--- src/rtl/crc16_frame_appender.sv ---
// rtl/crc16_frame_appender.sv - forwards a payload byte stream and appends a 16-bit CRC
// taken from an external CRC engine, with a single-stage output register.
module crc16_frame_appender #(
  parameter int CRC_LAT   = 2,
  parameter bit MSB_FIRST = 1
) (
  input  logic        clk,
  input  logic        rst_n,
  input  logic [7:0]  in_data,
  input  logic        in_valid,
  input  logic        in_last,
  output logic        in_ready,
  output logic [7:0]  crc_data,
  output logic        crc_data_valid,
  input  logic [15:0] crc_in,
  output logic [7:0]  out_data,
  output logic        out_valid,
  output logic        out_last,
  input  logic        out_ready,
  output logic        busy
);

  typedef enum logic [2:0] {IDLE, PAYLOAD, WAIT, CRC1, CRC2} state_t;

  state_t      state;
  logic [3:0]  count;
  logic [15:0] hold;
  logic        out_free;
  logic        accept;
  logic [7:0]  first_byte;
  logic [7:0]  second_byte;

  assign out_free    = !out_valid || out_ready;
  // Gated with rst_n so in_ready reads 0 while reset is held.
  assign in_ready    = rst_n && (state == IDLE || state == PAYLOAD) && out_free;
  assign accept      = in_valid && in_ready;
  assign busy        = (state != IDLE);
  assign first_byte  = MSB_FIRST ? hold[15:8] : hold[7:0];
  assign second_byte = MSB_FIRST ? hold[7:0]  : hold[15:8];

  always_ff @(posedge clk or negedge rst_n) begin
    if (!rst_n) begin
      state          <= IDLE;
      count          <= 4'd0;
      hold           <= 16'd0;
      out_data       <= 8'd0;
      out_valid      <= 1'b0;
      out_last       <= 1'b0;
      crc_data       <= 8'd0;
      crc_data_valid <= 1'b0;
    end else begin
      crc_data_valid <= 1'b0;
      if (out_valid && out_ready) begin
        out_valid <= 1'b0;
        out_last  <= 1'b0;
      end
      case (state)
        IDLE, PAYLOAD: begin
          if (accept) begin
            out_data       <= in_data;
            out_valid      <= 1'b1;
            out_last       <= 1'b0;
            crc_data       <= in_data;
            crc_data_valid <= 1'b1;
            if (in_last) begin
              state <= WAIT;
              count <= 4'(CRC_LAT);
            end else begin
              state <= PAYLOAD;
            end
          end
        end
        WAIT: begin
          // Capture on the edge where the countdown reaches zero.
          if (count <= 4'd1) begin
            count <= 4'd0;
            hold  <= crc_in;
            state <= CRC1;
          end else begin
            count <= count - 4'd1;
          end
        end
        CRC1: begin
          if (out_free) begin
            out_data  <= first_byte;
            out_valid <= 1'b1;
            out_last  <= 1'b0;
            state     <= CRC2;
          end
        end
        CRC2: begin
          if (out_free) begin
            out_data  <= second_byte;
            out_valid <= 1'b1;
            out_last  <= 1'b1;
            state     <= IDLE;
          end
        end
        default: state <= IDLE;
      endcase
    end
  end

endmodule

--- config.mk ---
export PLATFORM = sky130hd
export DESIGN_NAME = crc16_frame_appender
export DESIGN_NICKNAME = d
export VERILOG_FILES = /design/src/rtl/crc16_frame_appender.sv
export SDC_FILE = /design/constraint.sdc
export NUM_CORES = 1
export LEC_CHECK = 0
export ABC_AREA = 1
export ABC_CLOCK_PERIOD_IN_PS = 1700
export BUFFER_PORTS_ARGS = -buffer_cell sky130_fd_sc_hd__buf_2
export CAP_MARGIN = 10
export CORE_MARGIN = 4
export CORE_UTILIZATION = 25
export CTS_CLUSTER_DIAMETER = 40
export DETAILED_ROUTE_END_ITERATION = 8
export GPL_TIMING_DRIVEN = 1
export PLACE_DENSITY = 0.49
export SKIP_LAST_GASP = 1
export SYNTH_ARGS = -nofsm -noshare
export SYNTH_HDL_FRONTEND = slang
export SYNTH_SLANG_ARGS = --single-unit
export TNS_END_PERCENT = 5
--- constraint.sdc ---
create_clock -name clk -period 1.7 [get_ports clk]
set_input_delay 0.255 -clock clk [delete_from_list [all_inputs] [get_ports clk]]
set_output_delay 0.255 -clock clk [all_outputs]
set_load 0.03 [all_outputs]
==> flow_summary.json <==
{
  "finalInstanceArea_mm2": 0.002456,
  "clkSlewWorstSetupHoldPaths_ns": 0.08,
  "root_buffer": "clkbuf_8",
  "clk_latency_ns": 0.29,
  "tightest_slew_ns": 0.4121,
  "cts_tree": "yes",
  "worstPathRequired_ns": 1.44,
  "final_nets": 332,
  "coreArea_mm2": 0.007408,
  "final-hold-violation-count": 0,
  "synth_seq_cells": 42,
  "critical_path_class": "reg2out",
  "cts_setup_buffers": 0,
  "grt_overflow": 0,
  "placedInstanceArea_mm2": 0.002332,
  "cts_buffers": 5,
  "status": "finished clean",
  "die_area_mm2": 0.009230,
  "synth_cell_types": 19,
  "crit_path_end_kind": "primary output",
  "die_w_um": 96.08,
  "reg2reg_depth": 7,
  "layout-drive-gt1-share": 0.2185,
  "ys_warn_count": 0,
  "n_antenna_cell": 0,
  "finish.utilization": 0.3315,
  "post-route-drc-count": 0,
  "hold_slack_ns": 0.1766,
  "min_path_type": "in2reg",
  "start_util": 0.2618,
  "syn-num-nets": 275,
  "num_vias": 1666,
  "grt_pass1_vias": 1610,
  "max_slew_margin": 0.7253,
  "cts_buffer_depth": 2,
  "hpwl_um": 3545,
  "syn_inst": 244,
  "tns_ns": 0,
  "cts_sinks": 42,
  "first_pass_iters": 4,
  "area_growth_pct": 26.65,
  "cap_violations": 0,
  "drtIter0Drc": 79,
  "die_h_um": 96.08,
  "wl_per_cell_um": 11.65,
  "grt_pass1_wl_um": 7859,
  "finalSetupViolations": 0,
  "fmax_mhz": 637.9,
  "cp-start-kind": "flop",
  "io_buffers": 49,
  "critPathMaxFanout": 7,
  "fin_worst_skew_ns": 0.004706,
  "grt_max_degree": 33,
  "antenna_found_initial": 0,
  "fin_crit_sh": 0.9222,
  "rsz0062_at_grt": "false",
  "drv_slew": 0,
  "num_rows": 31,
  "min_path_cells": 3,
  "routed_wl_um": 4671,
  "via_per_inst": 4.155,
  "syn_area_per_cell_um2": 7.948,
  "most-common-layout-cells": "nand2_1, buf_2, dfrtp_1, inv_1, nand3_1",
  "post-route-min-period_ns": 1.568,
  "htree_levels": 2,
  "syn_area_mm2": 0.001939,
  "power.density_mw_per_mm2": 1902,
  "final_common_cell": "nand2_1",
  "ant_nets": 0,
  "final_cell_count_no_fill": 401,
  "io_pins": 50,
  "synth_seq_area_share": 0.5419,
  "ir_drop_uv": 419.4,
  "leakage_uw": 0.001383,
  "gp_congestion": 0.7439,
  "grtUsageTotal": 0.1098,
  "dp_cells": 392,
  "critPathArrivalTime_ns": 1.31
}
[path summary, 6_finish.rpt]
path                                                 to                     from  slack (ns)
worst max-delay path                           in_ready      out_valid$_DFF_PN0_        0.13
worst min-delay path            crc_data[3]$_DFFE_PN0P_               in_data[3]        0.18
worst max register to register      hold[6]$_DFFE_PN0P_     count[0]$_DFFE_PN0P_        0.15
worst min register to register  out_data[4]$_DFFE_PN0P_  out_data[4]$_DFFE_PN0P_        0.47
max in group asynchronous           hold[9]$_DFFE_PN0P_                    rst_n        0.82
min in group asynchronous           out_valid$_DFF_PN0_                    rst_n        0.47
[stage by stage]
| step | setup WS, ns | total power, µW |
|---|---|---|
| 6_report | 0.1323 | 4673 |
| 5_1_grt | 0.0009763 | 5097 |
| 4_1_cts | 0.1324 | 4748 |
| 3_5_place_dp | 0.1412 | 3931 |
| 3_3_place_gp | 0.1864 | 3900 |
| 2_1_floorplan | 0.2199 | 3267 |
[routing by layer]
| layer | wire length, µm | part of all wire | vias up | track usage |
|---|---|---|---|---|
| met4 | 51 | 0.011 | 0 | 0.03555 |
| met3 | 296 | 0.063 | 5 | 0.03362 |
| met5 | 0 | 0 | - | 0 |
| li1 | - | - | 882 | - |
| met2 | 1855 | 0.40 | 41 | 0.1507 |
| met1 | 2467 | 0.53 | 738 | 0.1621 |
[cells in the mapped netlist]
library cell,n,area share
clkinv_1,2,0.0039
o21bai_1,1,0.0039
buf_2,6,0.015
buf_6,1,0.0058
nor2_1,5,0.0097
o21ai_1,15,0.039
nand2_1,98,0.19
dfrtp_1,42,0.54
nor3_1,1,0.0026
a21oi_1,2,0.0052
ha_1,2,0.013
o21ai_0,12,0.031
nand4_1,5,0.016
nand3_2,1,0.0052
or2_1,1,0.0032
xnor2_1,2,0.0090
inv_1,29,0.056
nand2_2,1,0.0032
nand3_1,18,0.046
[worst max-delay path, cell delays in order, from the launching register on]
cell and delay (ns):
dfrtp_1 0.39, nand2_1 0.21, nand2_1 0.12, nor2_1 0.10, buf_2 0.20
[layout make-up]
cell class                      count  area (µm²)
Multi-Input combinational cell    164       734.5
Fill cell                         812        4952
Clock buffer                        6       72.57
Tap cell                           99       123.9
Inverter                           31       116.4
Sequential cell                    42        1051
Clock inverter                      2       37.54
Timing Repair Buffer               57       320.3
[cells by family (layout without fill, tap and decap cells)]
| family | count (synthesis) | in the layout | synth area share |
|---|---|---|---|
| and+or+nand+nor | 130 | 130 | 0.2761 |
| DFF | 42 | 42 | 0.5419 |
| buffers and inverters | 38 | 96 | 0.08129 |
| AOI/OAI and AO/OA | 30 | 30 | 0.07871 |
| adders and majority gates | 2 | 2 | 0.01290 |
| xor gates and xnor gates | 2 | 2 | 0.009034 |
[repair_timing]
action,CTS,global route
endpoints found under the setup margin,0,4
gates resized for setup,0,1
endpoints found under the hold margin,10,0
hold buffers,1,0
[power by group]
part / switching [µW] / total, µW / internal [µW]
combinational: 1390 / 2100 / 706
sequential: 303 / 1790 / 1480
clock: 353 / 791 / 438
[registers in the layout, summed over array words and instances (netlist names)]
name	flops
hold	16
out_valid	1
crc_data_valid	1
out_last	1
out_data	8
crc_data	8
count	4
state	3
Power figures use the tool's default switching activity.
